## src/rtl/alu_pkg.sv

```systemverilog
// Shared constants for the 32-bit ALU: operation classes, opcodes, number modes.
package alu_pkg;

  localparam int unsigned DW = 32;

  // Operation class (A_or_L)
  localparam logic CLS_ARITH = 1'b0;
  localparam logic CLS_LOGIC = 1'b1;

  // Arithmetic group opcodes
  localparam logic [1:0] OP_ADD = 2'b00;
  localparam logic [1:0] OP_SUB = 2'b01;
  localparam logic [1:0] OP_MUL = 2'b10;
  localparam logic [1:0] OP_DIV = 2'b11;

  // Logic group opcodes
  localparam logic [1:0] OP_AND = 2'b00;
  localparam logic [1:0] OP_OR  = 2'b01;
  localparam logic [1:0] OP_XOR = 2'b10;
  localparam logic [1:0] OP_NOR = 2'b11;

  // Number mode (S_or_U)
  localparam logic MODE_U = 1'b0;
  localparam logic MODE_S = 1'b1;

endpackage

```

## src/rtl/alu_divider.sv

```systemverilog
// Combinational 32-bit quotient, unsigned (floor) or signed (truncate toward zero).
// Divide by zero returns all ones; INT_MIN / -1 wraps to INT_MIN.
module alu_divider
  import alu_pkg::*;
(
  input  logic [DW-1:0] a,
  input  logic [DW-1:0] b,
  input  logic          is_signed,
  output logic [DW-1:0] quotient
);

  logic          a_neg;
  logic          b_neg;
  logic [DW-1:0] a_mag;
  logic [DW-1:0] b_mag;
  logic [DW-1:0] q_mag;

  // Sign-magnitude division: divide magnitudes unsigned, then restore the sign.
  // INT_MIN / -1 falls out naturally: |INT_MIN| is 0x8000_0000, signs match, no negation.
  always_comb begin
    a_neg    = is_signed & a[DW-1];
    b_neg    = is_signed & b[DW-1];
    a_mag    = a_neg ? (~a + 1'b1) : a;
    b_mag    = b_neg ? (~b + 1'b1) : b;
    q_mag    = (b_mag == '0) ? '0 : (a_mag / b_mag);
    quotient = (a_neg ^ b_neg) ? (~q_mag + 1'b1) : q_mag;
    if (b == '0) begin
      quotient = '1;
    end
  end

endmodule

```

## src/rtl/alu.sv

```systemverilog
// 32-bit integer ALU: arithmetic/logic groups, combinational result, one-cycle registered output.
module alu
  import alu_pkg::*;
(
  input  logic          clk,
  input  logic          reset,
  output logic [DW-1:0] answer,
  input  logic [DW-1:0] A,
  input  logic [DW-1:0] B,
  input  logic          A_or_L,
  input  logic          S_or_U,
  input  logic [1:0]    OpCode
);

  logic [2*DW-1:0] a_ext;
  logic [2*DW-1:0] b_ext;
  logic [DW-1:0]   mul_res;
  logic [DW-1:0]   div_q;
  logic [DW-1:0]   answer_d;
  logic [DW-1:0]   answer_q;

  alu_divider u_div (
    .a         (A),
    .b         (B),
    .is_signed (S_or_U == MODE_S),
    .quotient  (div_q)
  );

  // Multiplier: operands extended per mode; only the low product word is kept.
  always_comb begin
    a_ext   = (S_or_U == MODE_S) ? {{DW{A[DW-1]}}, A} : {{DW{1'b0}}, A};
    b_ext   = (S_or_U == MODE_S) ? {{DW{B[DW-1]}}, B} : {{DW{1'b0}}, B};
    mul_res = DW'(a_ext * b_ext);
  end

  // Result mux across adder/subtractor, multiplier, divider and logic unit.
  always_comb begin
    answer_d = '0;
    if (A_or_L == CLS_ARITH) begin
      case (OpCode)
        OP_ADD:  answer_d = A + B;
        OP_SUB:  answer_d = A - B;
        OP_MUL:  answer_d = mul_res;
        default: answer_d = div_q;
      endcase
    end else begin
      case (OpCode)
        OP_AND:  answer_d = A & B;
        OP_OR:   answer_d = A | B;
        OP_XOR:  answer_d = A ^ B;
        default: answer_d = ~(A | B);
      endcase
    end
  end

  // Output register, reloaded every edge; synchronous reset has priority.
  always_ff @(posedge clk) begin
    if (reset) begin
      answer_q <= '0;
    end else begin
      answer_q <= answer_d;
    end
  end

  assign answer = answer_q;

endmodule

```

## config.mk

```make
export PLATFORM = sky130hd
export DESIGN_NAME = alu
export DESIGN_NICKNAME = d
export VERILOG_FILES = /design/src/rtl/alu_pkg.sv /design/src/rtl/alu_divider.sv /design/src/rtl/alu.sv
export SDC_FILE = /design/constraint.sdc
export NUM_CORES = 2
export LEC_CHECK = 0
export ABC_AREA = 1
export ABC_CLOCK_PERIOD_IN_PS = 104800
export CORE_MARGIN = 5
export CORE_UTILIZATION = 40
export CTS_CLUSTER_DIAMETER = 120
export CTS_CLUSTER_SIZE = 25
export DETAILED_ROUTE_END_ITERATION = 10
export PLACE_DENSITY = 0.55
export SKIP_LAST_GASP = 1
export SYNTH_ARGS = -nofsm -noshare
export SYNTH_HDL_FRONTEND = slang
export SYNTH_HIERARCHICAL = 1
export SYNTH_SLANG_ARGS = --single-unit
```

## constraint.sdc

```tcl
create_clock -name clk -period 104.8 [get_ports clk]
set_clock_uncertainty 0.1 [all_clocks]
set_input_delay 20.96 -clock clk [delete_from_list [all_inputs] [get_ports clk]]
set_output_delay 20.96 -clock clk [all_outputs]
set_load 0.05 [all_outputs]
```

## Word level (Yosys, flattened, before mapping)

Index checks and enable logic that the tools add are counted.

- Add/subtract/negate cells: 5
- Multiply operators: 1
- Divide/modulo/power cells: 1
- Equality and inequality tests: 2
- Mux-type cells: 10
- Bitwise gates (word level): 10
- Reduce and logical (&&, ||, !) cells: 3

Operators with widths:

| operator | number |
|---|---|
| $mux W32 | 6 |
| $pmux W32 S3 | 2 |
| $mux W64 | 2 |
| $not A32 Y32 | 4 |
| $add A32 B1 Y32 const B | 3 |
| $logic_not A32 Y1 | 2 |
| $mul A64 B64 Y32 | 1 |
| $add A32 B32 Y32 | 1 |
| $and A32 B32 Y32 | 1 |
| $div A32 B32 Y32 | 1 |
| $or A32 B32 Y32 | 1 |
| $sub A32 B32 Y32 | 1 |
| $xor A32 B32 Y32 | 1 |
| $and A1 B1 Y1 | 2 |
| $eq A2 B1 Y1 const B | 1 |
| $eq A2 B2 Y1 const B | 1 |
| $logic_not A2 Y1 | 1 |
| $xor A1 B1 Y1 | 1 |

- Bits in registers: 32
- Input bits: 70

## Depth between registers and ports, before layout

- Word-level depth: 11
- Mapped depth: 712
- Gate-level depth less buffers: 696

## Cells and area by module

Netlist, hierarchy kept.

By module, submodules not included:

| module | instances | cells each | area an instance (µm²) | sequential area each (µm²) |
|---|---|---|---|---|
| alu_divider | 1 | 5,804 | 32,565.0 | 0.0 |
| alu | 1 | 3,321 | 22,898.2 | 640.6 |

## Worst setup path after synthesis

Ideal clock, no wire load.

- Path kind: input -> register
- Start point: input B[0]
- End point: register answer_q[24] (netlist: answer[24])
- Setup time: 109 ps
- Arrival: 100,114 ps
- Path slack: 4,477 ps
- Cell stages on the path: 689
- Path through: inv_1 ha_1 nor2_1 xnor2_1 nand3_1 nor2_1 nand3_1 nor2_1 nand3_1 nor2_1 nand2_1 nand3_1 nand2_1 ha_1 nand2_1 inv_1 o211ai_1 nor2_1 [... 653 more ...] nand2_1 ha_1 nand2_1 clkinv_1 nand3_1 nor2_2 nand2_2 nor2_2 nand2_4 nor2_4 nand3_1 nand3_1 nand3_1 nand2_1 nand2_1 nand3b_1 nand2_1 inv_1

- Longest elaborated chain between the ends: 11
- Elaborated cells between the ends (all ways): 17
- Classes of those cells: add/sub: 4; mul: 1; div: 1; mux: 7; bitwise: 2; reduce/logical: 2

Ends and longest elaborated chain:

| what | line | RTL |
|---|---|---|
| from (decl) | alu.sv:9 | `input logic [DW-1:0] B,` |
| $not A32 Y32 | alu_divider.sv:24 | `b_mag = b_neg ? (~b + 1'b1) : b;` |
| $add A32 B1 Y32 | alu_divider.sv:24 |  |
| $mux W32 | alu_divider.sv:24 |  |
| $div A32 B32 Y32 / $logic_not A32 Y1 (equally long branches) | alu_divider.sv:25 | `q_mag = (b_mag == '0) ? '0 : (a_mag / b_mag);` |
| $mux W32 | alu_divider.sv:25 |  |
| $not A32 Y32 | alu_divider.sv:26 | `quotient = (a_neg ^ b_neg) ? (~q_mag + 1'b1) : q_mag;` |
| $add A32 B1 Y32 | alu_divider.sv:26 |  |
| $mux W32 | alu_divider.sv:26 |  |
| $mux W32 (*) | alu_divider.sv:27 | `if (b == '0) begin` |
| via div_q[24] | alu.sv:18 | `logic [DW-1:0] div_q;` |
| $pmux W32 S3 (*) | alu.sv:40 | `case (OpCode)` |
| $mux W32 (*) | alu.sv:39 | `if (A_or_L == CLS_ARITH) begin` |
| to (signal assigned) | alu.sv:61 | `answer_q <= answer_d;` |
| to (decl) | alu.sv:20 | `logic [DW-1:0] answer_q;` |

The timed path passes the listed nets; every way through them passes the cells marked *.
A chain may end at the register's enable or synchronous reset.

## Worst setup path in the final report

- Start point: input A[0]
- End point: register answer_q[19] (netlist: answer[19])

- Longest elaborated chain between the ends: 11
- Elaborated cells between the ends (all ways): 15
- Classes of those cells: add/sub: 4; mul: 1; div: 1; mux: 7; bitwise: 2

Ends and longest elaborated chain:

| what | line | RTL |
|---|---|---|
| from (decl) | alu.sv:8 | `input logic [DW-1:0] A,` |
| $not A32 Y32 | alu_divider.sv:23 | `a_mag = a_neg ? (~a + 1'b1) : a;` |
| $add A32 B1 Y32 | alu_divider.sv:23 |  |
| $mux W32 (*) | alu_divider.sv:23 |  |
| $div A32 B32 Y32 (*) | alu_divider.sv:25 |  |
| $mux W32 (*) | alu_divider.sv:25 |  |
| $not A32 Y32 | alu_divider.sv:26 |  |
| $add A32 B1 Y32 | alu_divider.sv:26 |  |
| $mux W32 (*) | alu_divider.sv:26 |  |
| $mux W32 (*) | alu_divider.sv:27 |  |
| via div_q[19] | alu.sv:18 |  |
| $pmux W32 S3 (*) | alu.sv:40 |  |
| $mux W32 (*) | alu.sv:39 |  |

Marks and branches as above.

==> flow_summary_export.csv <==
group,metric,value,unit
placement,post_dp_cell_area,60800,um^2
drt,first_pass_iters,6,
critical_path,crit_fanout,12,
drt,vias_per_cell,5.40,
floorplanning,core,138000,um^2
placement,place_congestion,1.02,
sta,slew_viol_final,0,
clock_tree,cts_buffer_depth,2,
global_route,gr-total-overflow,0,
critical_path,cp.required,104.91,ns
global_route,grt_util_all_layers,31.3,%
placement,dpl.hpwl,194000,um
power_and_ir_drop,intPower,0.000728,W
min_path,min-delay-path-class,"input pin to register",
floorplanning,placementRows,136,
sta,tightest_slew,1.21,ns
logic_synthesis,ys_seq_area_share,1.16,%
logic_synthesis,synth_cells,9125,
critical_path,crit_path_end_kind,"register",
clock_tree,cts_made_buffers,5,
power_and_ir_drop,swShare,64.3,%
finish,syn2layout_area_growth,18.0,%
drt,vias,61600,
finish,largest_register_ffs,32,
power_and_ir_drop,cellPowerDensity,31.1,nW/um^2
drt,drtIter0Drc,4960,
drt,drt-wirelength-per-cell,21.2,um
flow_run,maxCapViolCount,0,
clock_tree,cts_tree,"done",
logic_synthesis,synth_cell_type_count,85,
placement,io_buffer_count,101,
logic_synthesis,synthArstFlopShare,0,%
logic_synthesis,netlist_area,55500,um^2
logic_synthesis,avgSynthCellArea,6.08,um^2
drt,drt-total-wl,242000,um
drt,ant_nets,0,
finish,drive_above_1_share,16.4,%
logic_synthesis,synth-seq-cells,32,
global_route,grt_max_degree,58,
logic_synthesis,synth_edf_count,0,
critical_path,crit_arrival,99.70,ns
placement,pre_cts_ws,-2.88,ns
logic_synthesis,synth_fp_nets,10400,
floorplanning,start_util,40.3,%
sta,postLayoutSetupSlackWorst,5.21,ns
sta,min_period,99.59,ns
power_and_ir_drop,clkPwrFrac,0.9,%
sta,relSlewSlack,19.4,%
power_and_ir_drop,combPwrFrac,98.1,%
critical_path,critPathMaxStageDelay,0.42,ns
finish,final_area,65500,um^2
floorplanning,ioPinCount,102,
finish,fin_util,47.5,%
power_and_ir_drop,p_switching,0.00131,W
logic_synthesis,synth_warnings,6,
status,outcome,"completed",
finish,nNetsFinal,10800,
critical_path,crit_slowest_cell,"o41ai_4",
clock_tree,clock-sinks,32,
sta,setup_viol,0,
critical_path,crit_type,"input pin to register",
power_and_ir_drop,p_leak,36.9,nW
global_route,grt_pass1_vias,58500,
clock_tree,clkTransAtPathRegs,0.06,ns
drt,drc,0,
sta,fmax,0.0100,GHz
sta,finalHoldViolCount,0,
floorplanning,die_h,382,um
critical_path,worstSetupStartpointType,"input pin",
critical_path,timing.critical_path.mode_cell,"nand2_1",
power_and_ir_drop,p_seq_share,0.9,%
global_route,grt_first_pass_wirelength,354000,um
clock_tree,cts_root_buf,"clkbuf_16",
sta,min_period_over_period,95.0,%
floorplanning,die_w,382,um
floorplanning,die_area,146000,um^2
logic_synthesis,ys.flop_type,"dfxtp_1",
power_and_ir_drop,ir_worst_vdd,0.0681,mV
clock_tree,htreeDepth,2,
global_route,antenna_found_initial,10,
-- critical path: cells and delay by family --
family          cells  cell delay [ns]
compound gates    206            30.87
simple gates      315            29.04
buf+inv           103             9.16
mux                 1             0.30
xor+xnor            1             0.23
fa+ha+maj          32             8.87
-- power groups by stage --
stage | Clock (W) | Combinational, W | Sequential, W
3_3_place_gp | 0 | 0.00189 | 0.0000195
4_1_cts | 0.0000191 | 0.00191 | 0.0000191
5_1_grt | 0.0000192 | 0.00223 | 0.0000193
3_5_place_dp | 0 | 0.00189 | 0.0000193
2_1_floorplan | 0 | 0.00129 | 0.0000283
6_report | 0.0000186 | 0.00200 | 0.0000193
-- what timing repair did --
item,4_1_cts,5_1_grt
hold buffers,0,0
pin swaps,1,306
setup buffers,5,151
setup endpoints to repair,32,32
gates cloned,1,8
resized for setup,43,767
-- Yosys cell counts (31+ instances only) --
master | instances | area share, %
nand3_1 | 430 | 3.9
a21oi_2 | 38 | 0.60
nand4_1 | 91 | 1.0
clkbuf_1 | 97 | 0.66
nand2_2 | 56 | 0.63
a21oi_1 | 551 | 5.0
a21o_1 | 35 | 0.47
o21ai_0 | 275 | 2.5
nor2_2 | 31 | 0.35
o21ai_1 | 140 | 1.3
xor2_1 | 260 | 4.1
nor3_1 | 78 | 0.70
nand2_1 | 2531 | 17
buf_2 | 52 | 0.47
xnor2_1 | 132 | 2.1
o21bai_1 | 64 | 0.87
or2_2 | 72 | 0.81
o21ai_2 | 44 | 0.69
nor4_1 | 53 | 0.60
inv_1 | 1911 | 13
fa_1 | 409 | 15
dfxtp_1 | 32 | 1.2
ha_1 | 753 | 17
nor2_1 | 483 | 3.3
inv_2 | 61 | 0.41
-- cell families (layout without fill, tap and decap cells) --
family	after synthesis	count (layout)	synth area share (%)
and+or+nand+nor	3931	3932	30.1
AOI/OAI and AO/OA	1386	1386	15.0
DFF	32	32	1.16
xor gates and xnor gates	394	394	6.25
muxes	5	5	0.0970
adders and majority gates	1162	1162	31.7
other	0	5	0
buffers and inverters	2215	2698	15.7
-- cell type report --
| class | count | area, um^2 |
|---|---|---|
| fillers | 14600 | 72200 |
| multi-input cells | 6879 | 49100 |
| inverters | 1983 | 7500 |
| repair buffers | 705 | 5740 |
| well taps | 1794 | 2240 |
| flip-flops and latches | 32 | 641 |
| clock buffers | 6 | 129 |
| clock inverters | 2 | 35.0 |
| repair inverters | 2 | 12.5 |
| diodes | 5 | 12.5 |
-- cells in the final DEF (no fill, tap or decap), types with 18 or more instances in the layout --
master and instances:
inv_1 1863, a21o_1 35, nand2_1 2409, nor2_1 438
ha_1 681, nand2_2 166, xnor2_1 131, nor2_2 52
o21bai_2 18, nand3_1 405, fa_1 409, o21bai_1 51
a21oi_4 21, nand3_2 30, o211ai_1 29, dfxtp_1 32
ha_4 70, nor3_1 62, buf_4 576, o21ai_0 220
o2111ai_1 28, nor4_1 38, nand2_4 19, dlymetal6s2s_1 33
or2_2 71, a21oi_1 455, nand4_1 91, o21ai_1 113
clkdlybuf4s50_1 44, a21oi_2 115, a31oi_1 21, inv_2 96
o21ai_2 114, xor2_1 258, nor2_4 39, nand3b_1 26
-- layer usage --
metal	part of all wire (%)	routed length, um	vias to the layer above	GRT usage (%)
li1	-	-	29600	-
met1	42	101000	29300	40.1
met2	46	112000	2118	53.0
met3	7.0	16900	509	3.81
met4	5.3	12900	4	13.4
met5	0.011	27	-	0
-- per-stage QoR --
stage          setup TNS, ns  total power (W)  cells  hold WS [ns]
5_1_grt               -33.10          0.00226  11400         21.50
3_5_place_dp          -81.28          0.00191  11200         21.77
4_1_cts                    0          0.00195  11200         21.45
6_report                   0          0.00204  11400         21.45
3_3_place_gp          -38.33          0.00191  11200         21.76
2_1_floorplan              0          0.00132   9125         21.00
-- worst paths after layout --
kind / startpoint / to / slack (ns) / depth (start not counted)
setup / recovery: A[0] / answer[19] / 5.21 / 658
hold / removal: reset / answer[25] / 21.45 / 3
No activity file was read; power rests on OpenSTA's default activity.
